[src/rtl/eth_pkg.sv]
// Shared types and constants for the Ethernet RX MAC address filter.
package eth_pkg;

  typedef enum logic [2:0] {
    HDR    = 3'd0,
    DECIDE = 3'd1,
    REPLAY = 3'd2,
    PASS   = 3'd3,
    DROP   = 3'd4
  } state_t;

  localparam int          ETH_ADDR_BYTES = 6;
  localparam logic [47:0] ETH_BCAST      = 48'hFFFF_FFFF_FFFF;

endpackage

[src/rtl/eth_mac_addr_match.sv]
// Combinational accept decision for a buffered destination MAC address.
// hdr[47:40] is the first destination byte seen on the wire; its bit 0 is
// the Ethernet group (multicast) bit.
module eth_mac_addr_match
  import eth_pkg::*;
(
  input  logic [47:0] hdr,
  input  logic [47:0] mac_addr,
  input  logic        promisc,
  input  logic        accept_multicast,
  output logic        accept
);

  // Any one of the four acceptance rules is sufficient.
  always_comb begin
    accept = promisc
           | (hdr == ETH_BCAST)
           | (hdr[40] & accept_multicast)
           | (hdr == mac_addr);
  end

endmodule

[src/rtl/eth_rx_mac_filter.sv]
// RX destination-address filter: buffers the 6-byte destination MAC,
// decides accept/drop, then replays the header and forwards the rest of an
// accepted frame through a single output register, or discards the frame.
// Saturating accepted/dropped counters report status to software.
module eth_rx_mac_filter
  import eth_pkg::*;
#(
  parameter int CNT_WIDTH = 32
) (
  input  logic                 clock,
  input  logic                 reset,
  input  logic [47:0]          mac_addr,
  input  logic                 promisc,
  input  logic                 accept_multicast,
  input  logic [7:0]           s_axis_tdata,
  input  logic                 s_axis_tvalid,
  output logic                 s_axis_tready,
  input  logic                 s_axis_tlast,
  input  logic                 s_axis_tuser,
  output logic [7:0]           m_axis_tdata,
  output logic                 m_axis_tvalid,
  input  logic                 m_axis_tready,
  output logic                 m_axis_tlast,
  output logic                 m_axis_tuser,
  output logic [CNT_WIDTH-1:0] frames_accepted,
  output logic [CNT_WIDTH-1:0] frames_dropped
);

  function automatic logic [CNT_WIDTH-1:0] sat_inc(input logic [CNT_WIDTH-1:0] v);
    return (&v) ? v : v + 1'b1;
  endfunction

  state_t         state_q, state_d;
  logic [2:0]     idx_q, idx_d;
  logic [7:0]     hdr_q [0:ETH_ADDR_BYTES-1];
  logic [47:0]    hdr_flat;
  logic           accept;

  logic           vld_p0;
  logic [7:0]     data_p0;
  logic           last_p0;
  logic           user_p0;

  logic           out_space;
  logic           in_fire;
  logic           hdr_we;
  logic           load;
  logic [7:0]     load_data;
  logic           load_last;
  logic           load_user;
  logic           acc_inc;
  logic           drop_inc;

  logic [CNT_WIDTH-1:0] acc_cnt_q;
  logic [CNT_WIDTH-1:0] drop_cnt_q;

  assign hdr_flat = {hdr_q[0], hdr_q[1], hdr_q[2], hdr_q[3], hdr_q[4], hdr_q[5]};

  eth_mac_addr_match u_match (
    .hdr              (hdr_flat),
    .mac_addr         (mac_addr),
    .promisc          (promisc),
    .accept_multicast (accept_multicast),
    .accept           (accept)
  );

  // The output register can take a new beat when empty or being drained.
  assign out_space = !vld_p0 || m_axis_tready;
  assign in_fire   = s_axis_tvalid && s_axis_tready;

  // Next-state, input ready, output-register load and counter strobes.
  always_comb begin
    state_d       = state_q;
    idx_d         = idx_q;
    s_axis_tready = 1'b0;
    hdr_we        = 1'b0;
    load          = 1'b0;
    load_data     = 8'd0;
    load_last     = 1'b0;
    load_user     = 1'b0;
    acc_inc       = 1'b0;
    drop_inc      = 1'b0;
    unique case (state_q)
      HDR: begin
        s_axis_tready = 1'b1;
        if (s_axis_tvalid) begin
          hdr_we = 1'b1;
          if (s_axis_tlast) begin
            // Frame ended inside the address field: runt.
            drop_inc = 1'b1;
            idx_d    = 3'd0;
          end else if (idx_q == 3'(ETH_ADDR_BYTES - 1)) begin
            state_d = DECIDE;
            idx_d   = 3'd0;
          end else begin
            idx_d = idx_q + 3'd1;
          end
        end
      end
      DECIDE: begin
        idx_d = 3'd0;
        if (accept) begin
          state_d = REPLAY;
          acc_inc = 1'b1;
        end else begin
          state_d  = DROP;
          drop_inc = 1'b1;
        end
      end
      REPLAY: begin
        if (out_space) begin
          load      = 1'b1;
          load_data = hdr_q[idx_q];
          if (idx_q == 3'(ETH_ADDR_BYTES - 1)) begin
            state_d = PASS;
            idx_d   = 3'd0;
          end else begin
            idx_d = idx_q + 3'd1;
          end
        end
      end
      PASS: begin
        s_axis_tready = out_space;
        if (in_fire) begin
          load      = 1'b1;
          load_data = s_axis_tdata;
          load_last = s_axis_tlast;
          load_user = s_axis_tuser;
          if (s_axis_tlast) begin
            state_d = HDR;
            idx_d   = 3'd0;
          end
        end
      end
      DROP: begin
        s_axis_tready = 1'b1;
        if (s_axis_tvalid && s_axis_tlast) begin
          state_d = HDR;
          idx_d   = 3'd0;
        end
      end
      default: begin
        state_d = HDR;
        idx_d   = 3'd0;
      end
    endcase
  end

  // FSM state and header index.
  always_ff @(posedge clock) begin
    if (reset) begin
      state_q <= HDR;
      idx_q   <= 3'd0;
    end else begin
      state_q <= state_d;
      idx_q   <= idx_d;
    end
  end

  // Destination address capture; pure data, no reset needed.
  always_ff @(posedge clock) begin
    if (hdr_we) begin
      hdr_q[idx_q] <= s_axis_tdata;
    end
  end

  // Single output register feeding m_axis.
  always_ff @(posedge clock) begin
    if (reset) begin
      vld_p0  <= 1'b0;
      data_p0 <= 8'd0;
      last_p0 <= 1'b0;
      user_p0 <= 1'b0;
    end else if (load) begin
      vld_p0  <= 1'b1;
      data_p0 <= load_data;
      last_p0 <= load_last;
      user_p0 <= load_user;
    end else if (m_axis_tready) begin
      vld_p0  <= 1'b0;
    end
  end

  // Saturating frame counters.
  always_ff @(posedge clock) begin
    if (reset) begin
      acc_cnt_q  <= '0;
      drop_cnt_q <= '0;
    end else begin
      if (acc_inc) begin
        acc_cnt_q <= sat_inc(acc_cnt_q);
      end
      if (drop_inc) begin
        drop_cnt_q <= sat_inc(drop_cnt_q);
      end
    end
  end

  assign m_axis_tvalid   = vld_p0;
  assign m_axis_tdata    = data_p0;
  assign m_axis_tlast    = last_p0;
  assign m_axis_tuser    = user_p0;
  assign frames_accepted = acc_cnt_q;
  assign frames_dropped  = drop_cnt_q;

endmodule

[config.mk]
export PLATFORM = sky130hd
export DESIGN_NAME = eth_rx_mac_filter
export DESIGN_NICKNAME = d
export VERILOG_FILES = /design/src/rtl/eth_pkg.sv /design/src/rtl/eth_mac_addr_match.sv /design/src/rtl/eth_rx_mac_filter.sv
export SDC_FILE = /design/constraint.sdc
export NUM_CORES = 1
export LEC_CHECK = 0
export ABC_AREA = 0
export ABC_CLOCK_PERIOD_IN_PS = 3100
export CAP_MARGIN = 20
export CORE_ASPECT_RATIO = 0.8
export CORE_UTILIZATION = 40
export DETAILED_ROUTE_END_ITERATION = 10
export PLACE_DENSITY = 0.64
export SYNTH_ARGS = -nofsm -noshare
export SYNTH_HDL_FRONTEND = slang
export SYNTH_SLANG_ARGS = --single-unit
export TNS_END_PERCENT = 5
[constraint.sdc]
create_clock -name clock -period 3.1 [get_ports clock]
set_clock_uncertainty 0.15 [all_clocks]
set_input_delay 0.62 -clock clock [delete_from_list [all_inputs] [get_ports clock]]
set_output_delay 0.62 -clock clock [all_outputs]
set_load 0.005 [all_outputs]
# Yosys cells after proc, flatten, opt, wreduce, memory -nomap -nowiden
# Memories as Yosys holds them, arrays and structs flattened. A register that Yosys moved wholly into a read port is not among the register bits.
# Cells that the tools add are included.
dict set report classes {
  bitwise_logic 6
  mux 40
  n_addsub 3
  n_eq_ne 15
  n_reduce_logical 13
}
# op count
set op_table {}
lappend op_table {{adder 32 x 1 -> 32 bit (second input constant)} 2}
lappend op_table {{AND reduction 32 bit} 2}
lappend op_table {{equality test 48 bit} 1}
lappend op_table {{equality test 48 bit (second input constant)} 1}
lappend op_table {{2-to-1 mux 3 bit} 15}
lappend op_table {{2-to-1 mux 1 bit} 17}
lappend op_table {{2-to-1 mux 8 bit} 2}
lappend op_table {{inequality test 2 bit (second input constant)} 8}
lappend op_table {{case mux 8 bit (2 select lines)} 1}
lappend op_table {{case mux 3 bit (5 select lines)} 1}
lappend op_table {{case mux 3 bit (4 select lines)} 1}
lappend op_table {{AND reduction 8 bit} 1}
lappend op_table {{equality test 3 x 2 -> 1 bit (second input constant)} 2}
lappend op_table {{equality test 3 bit (second input constant)} 2}
lappend op_table {{case mux 1 bit (2 select lines)} 3}
lappend op_table {{AND reduction 5 bit} 1}
lappend op_table {{AND reduction 2 bit} 2}
lappend op_table {{adder 3 x 1 -> 3 bit (second input constant)} 1}
lappend op_table {{equality test 3 x 1 -> 1 bit (second input constant)} 1}
lappend op_table {{logical NOT 3 bit} 1}
lappend op_table {{bitwise OR 1 bit} 3}
lappend op_table {{logical AND 1 bit} 2}
lappend op_table {{NOT 1 bit} 2}
lappend op_table {{nonzero test 2 bit} 1}
lappend op_table {{4 further kinds} 4}
dict set report word_totals {
  regBits 81
  output_inout_bits 76
  mem_count 1
  word_cells 86
  ram_bits 48
}
# memory words word_bits rd rd_ports_with_merged_regs write_ports line
set memory_table {}
lappend memory_table {hdr_q 6 8 7 1 1 eth_rx_mac_filter.sv:35} ;# logic [7:0] hdr_q [0:ETH_ADDR_BYTES-1];

# Depth between registers and ports, before layout
dict set report depth {
  depth_word 8
  ltp_mapped 10
  depth_no_buf 8
}

# Cells and area by module
# From an unflattened synthesis, not the netlist that was laid out.
dict set report unflattened {
  cells_unflattened 692
  area_unflattened_um2 7267.0
}
# module cells_each n_inst area_each_um2
set modules_own_cells {}
lappend modules_own_cells {eth_rx_mac_filter 610 1 6632.6}
lappend modules_own_cells {eth_mac_addr_match 82 1 634.4}

# Least setup slack after synthesis
# Ideal clock, no wire load.
dict set report synth_timing {
  kind {in2reg}
  startpoint {input mac_addr[37]}
  endpoint {register acc_cnt_q[15] (netlist: frames_accepted[15])}
  path_slack_ns 0.578
  arrival_ns 2.251
  n_path_buf 0
  cell_stages 7
  setup_time_ns 0.121
  path_cell_list {xnor2_1 > nand4_1 > nor4_1 > a31o_4 > nand2_2 > nor4_1 > mux2_2}
}
dict set report synth_between {
  elab_chain_len 5
}
# element line
set synth_rtl {}
lappend synth_rtl {{from (decl)} eth_rx_mac_filter.sv:12} ;# input logic [47:0] mac_addr,
lappend synth_rtl {{equality test 48 bit} eth_mac_addr_match.sv:19} ;# | (hdr == mac_addr);
lappend synth_rtl {{bitwise OR 1 bit} eth_mac_addr_match.sv:19}
lappend synth_rtl {{2-to-1 mux 1 bit} eth_rx_mac_filter.sv:102} ;# if (accept) begin
lappend synth_rtl {{2-to-1 mux 1 bit} eth_rx_mac_filter.sv:83} ;# unique case (state_q)
lappend synth_rtl {{AND reduction 2 bit (no source line)} n/a}
lappend synth_rtl {{to (signal assigned)} eth_rx_mac_filter.sv:191} ;# acc_cnt_q <= sat_inc(acc_cnt_q);
lappend synth_rtl {{to (decl)} eth_rx_mac_filter.sv:54} ;# logic [CNT_WIDTH-1:0] acc_cnt_q;
# Every way passes these cells.
# A chain may end at the register's enable or synchronous reset.

# Worst setup path in the final report
dict set report layout_timing {
  startpoint {input mac_addr[15]}
  endpoint {register drop_cnt_q[1] (netlist: frames_dropped[1])}
}
dict set report layout_between {
  elab_chain_len 5
}
# element line
set layout_rtl {}
lappend layout_rtl {{equality test 48 bit} eth_mac_addr_match.sv:19}
lappend layout_rtl {{bitwise OR 1 bit} eth_mac_addr_match.sv:19}
lappend layout_rtl {{2-to-1 mux 1 bit} eth_rx_mac_filter.sv:102}
lappend layout_rtl {{case mux 1 bit (2 select lines)} eth_rx_mac_filter.sv:83}
lappend layout_rtl {{AND reduction 2 bit (no source line)} n/a}
lappend layout_rtl {{to (signal assigned)} eth_rx_mac_filter.sv:194} ;# drop_cnt_q <= sat_inc(drop_cnt_q);
lappend layout_rtl {{to (decl)} eth_rx_mac_filter.sv:55} ;# logic [CNT_WIDTH-1:0] drop_cnt_q;
# Every way passes these cells.

==> metrics.txt <==
outcome=completed; total grt overflow=0; switching part of the total=between 20 and 25%; Setup Buffers After CTS=0; multi-input combinational cell area=approximately 0.0033 mm^2; detailed router's first-iteration violation count=570; critical path launch point type=input port; Core Rows=between 40 and 50; relative max-transition margin=34.8%; synthesis-to-layout area growth=34.8%; crit path time final=about 3 ns; number of global-route vias before repair=between 6k and 7k; Placed Cells incl. Taps=between 1k and 1.5k; antenna cell count=0; maximum number of pins on one net before global-route repair=54; post-synthesis instance total=between 600 and 700; power spent charging and discharging nets=1040 uW; die outline height=~120 um; count of hold-fix buffers inserted at cts=0; register bit count reported by yosys=~150; leakage power=approximately 0.0030 uW; clock transition at the register clock pins on the worst setup and hold paths after CTS=about 0.060 ns; Post-Synthesis Net Count=roughly 750; Die Width=~150 um; Power per Cell Area=about 450 mW/mm^2; clk sink count=around 150; most common library cell in the layout ignoring fill and taps=sky130_fd_sc_hd__clkdlybuf4s50_1; capturing element type of the critical path=flip-flop; number of flops mapped to enable cells by yosys=64; transition at the pin with the smallest max-transition slack=between 0.9 and 1 ns; Total Nets Final=between 900 and 1k; netlist area before placement=0.00712 mm^2; clock latency at the later pin of the worst-skew pair=about 0.43 ns; total global-route track usage=a little under a quarter; detail-routed via count per cell=roughly 5.7; critical register-to-register path endpoint=frames_accepted[31]; Worst Hold Path EP=state_q[1]; number of pins with negative max-slew slack in the final report=0; critical path start-end classification=in2reg; r2r startpoint=hdr_q[4][5]; number of H-tree levels=4; worst ir drop on vdd=between 0.3 and 0.4 mV; wire length of the first global-routing pass=about 33,000 um; number of CTS-inserted buffers=17; Final Hold Fails=0; Worst EP arrival=between 3 and 4 ns; proportion of power drawn by combinational gates=6.4%; initial core utilization=roughly 41%; setup slack on the worst flop-to-flop path=approximately 0.18 ns; final worst-path setup slack=around 0.16 ns; Hold Worst Slack=approximately 0.36 ns; part of the power in the clock network=between 40% and 50%; input/output buffers=139; filler-free cell count of the finished design=roughly 1.1k; remaining design rule violation count=0; maximum net fanout on the critical path=20; top achievable clock speed=approximately 340 MHz; fraction of the cycle the final worst path needs=94.8%; minimum setup slack after placement=-0.297 ns; cell area reported after detailed placement=about 0.0090 mm^2; kind of path behind the tightest hold check=reg2reg; initial antenna violation count=0; count of max-cap constraint violations=0; internal power summed over all cells=between 3000 and 4000 uW; warning count from the yosys run=0; TritonCTS clock tree=built; area of the core=~0.017 mm^2; mean post-synth cell area=between 10 and 15 um^2; most used cells in the layout excluding fill and tap cells=sky130_fd_sc_hd__clkdlybuf4s50_1, sky130_fd_sc_hd__dfxtp_1, sky130_fd_sc_hd__edfxtp_1, sky130_fd_sc_hd__nor2_1, sky130_fd_sc_hd__buf_4; via count of the routed design=6,251; dpl hpwl=about 15,000 um; first-pass iteration count of the detailed router=5; buffer depth of the longest clock path=2; routability congestion estimate=0.980; unrepaired setup endpoints after global routing=false; hold path start=state_q[2]; count of cells along the worst register-to-register path=9; layout cells sized above 1=13.5%; detailed-route wire length per cell=between 15 and 20 um; sequential cell area fraction in the yosys report=around half; portion of total power attributed to sequential cells=between 40% and 50%; ports placed on the boundary=140; total non-filler cell area in the finished layout=~0.0096 mm^2; sequential cell area=~0.0036 mm^2; Post-DRT Antenna Nets=0; most common flop cell mapped by yosys=sky130_fd_sc_hd__dfxtp_1; hold depth=1; Required @ worst endpoint=approximately 3.3 ns; total wire length=around 21,000 um; area enclosed by the die boundary=~0.018 mm^2; distinct cell type count of the synthesized netlist=56; number of filler instances in the final layout=between 1k and 1.5k; clock tree root buffer cell=sky130_fd_sc_hd__clkbuf_16; share of flip-flops with an asynchronous set or reset after synthesis=0%; final number of setup-violating endpoints=0
==> power groups by stage <==
stage | combinational, uW | sequential, uW | clock [uW]
after floorplan | 127 | 2100 | 0
after global placement | 268 | 2110 | 0
after detailed placement | 272 | 2110 | 0
after CTS | 274 | 2060 | 1990
after global routing | 294 | 2070 | 2090
final | 273 | 2070 | 1960
==> how the worst max path moves through the flow <==
stage | from | cells past startpoint | slack [ns] | end
3_3_place_gp | mac_addr[37] | 10 | -0.24 | frames_accepted[31]
4_1_cts | mac_addr[16] | 11 | 0.12 | frames_dropped[1]
5_1_grt | mac_addr[15] | 11 | 0.11 | frames_dropped[1]
2_1_floorplan | mac_addr[37] | 7 | 0.58 | frames_accepted[15]
3_5_place_dp | mac_addr[16] | 10 | -0.30 | frames_accepted[31]
6_report | mac_addr[15] | 11 | 0.16 | frames_dropped[1]
==> metal layers <==
layer | part of all wire [%] | GRT usage (%) | vias to the layer above | routed length, um
li1 | - | - | 2939 | -
met1 | 47 | 34.0 | 3079 | 9580
met2 | 46 | 36.0 | 210 | 9440
met3 | 6.2 | 4.02 | 23 | 1270
met4 | 1.3 | 7.69 | 0 | 275
met5 | 0 | 0 | - | 0
==> stage by stage <==
stage | setup TNS, ns | power [uW] | util [%]
2_1_floorplan | 0 | 2230 | -
3_3_place_gp | -7.76 | 2370 | 51.9
3_5_place_dp | -10.03 | 2380 | 51.9
4_1_cts | 0 | 4330 | 55.2
5_1_grt | 0 | 4450 | 55.2
6_report | 0 | 4300 | 55.2
==> cell families after synthesis <==
group           Yosys count  synth area share [%]
compound gates          118                  10.2
xor+xnor                 60                  7.39
fa+ha+maj                 2                 0.352
buf+inv                  45                  2.69
flops                   148                  50.6
mux                      31                  7.31
simple gates            276                  21.4
==> flip-flops by register name, summed over array words and instances (netlist names), named ones only <==
register	cells
hdr_q	64
frames_accepted	32
frames_dropped	32
m_axis_tdata	8
idx_q	3
state_q	3
m_axis_tlast	1
m_axis_tuser	1
m_axis_tvalid	1
==> cell usage after synthesis (5+ instances only) <==
library cell | instances | share of area [%]
sky130_fd_sc_hd__edfxtp_1 | 64 | 27
sky130_fd_sc_hd__nand3_1 | 27 | 1.9
sky130_fd_sc_hd__and3_1 | 9 | 0.79
sky130_fd_sc_hd__nor2_1 | 61 | 3.2
sky130_fd_sc_hd__nor2b_1 | 7 | 0.62
sky130_fd_sc_hd__or3_1 | 32 | 2.8
sky130_fd_sc_hd__nor3_1 | 11 | 0.77
sky130_fd_sc_hd__o21ai_0 | 35 | 2.5
sky130_fd_sc_hd__inv_1 | 10 | 0.53
sky130_fd_sc_hd__nor4_1 | 8 | 0.70
sky130_fd_sc_hd__a21oi_1 | 46 | 3.2
sky130_fd_sc_hd__mux4_2 | 15 | 4.7
sky130_fd_sc_hd__o31ai_1 | 10 | 1.1
sky130_fd_sc_hd__mux2i_1 | 10 | 1.4
sky130_fd_sc_hd__nand2b_1 | 5 | 0.44
sky130_fd_sc_hd__or4_1 | 16 | 1.7
sky130_fd_sc_hd__dfxtp_1 | 84 | 24
sky130_fd_sc_hd__nand2_1 | 35 | 1.8
sky130_fd_sc_hd__clkbuf_1 | 25 | 1.3
sky130_fd_sc_hd__xnor2_1 | 50 | 6.2
sky130_fd_sc_hd__xor2_1 | 10 | 1.2
sky130_fd_sc_hd__nand4_1 | 48 | 4.2
sky130_fd_sc_hd__a221oi_1 | 8 | 0.98
==> timing repair <==
| action | 4_1_cts | 5_1_grt |
|---|---|---|
| resized for setup | 0 | 1 |
| endpoints found under the hold margin | 0 | 0 |
| endpoints found under the setup margin | 0 | 11 |
==> area by class of cell <==
class	count	area share, %
clock inverter	15	1.40
tap	225	2.93
clock buffer	17	4.43
inverter	10	0.391
sequential	148	37.6
multi-input combinational	487	34.7
timing repair buffer	192	18.6
==> critical path, cell delays in order <==
cell and delay [ns]:
sky130_fd_sc_hd__clkdlybuf4s50_1 0.47, sky130_fd_sc_hd__xnor2_1 0.13, sky130_fd_sc_hd__nand4_1 0.14, sky130_fd_sc_hd__nor4_1 0.48, sky130_fd_sc_hd__buf_4 0.21, sky130_fd_sc_hd__buf_4 0.11, sky130_fd_sc_hd__a311oi_1 0.11, sky130_fd_sc_hd__nor2_2 0.27
sky130_fd_sc_hd__buf_4 0.28, sky130_fd_sc_hd__mux2i_1 0.22, sky130_fd_sc_hd__nor2_1 0.05
(Power assumes the default switching activity.)
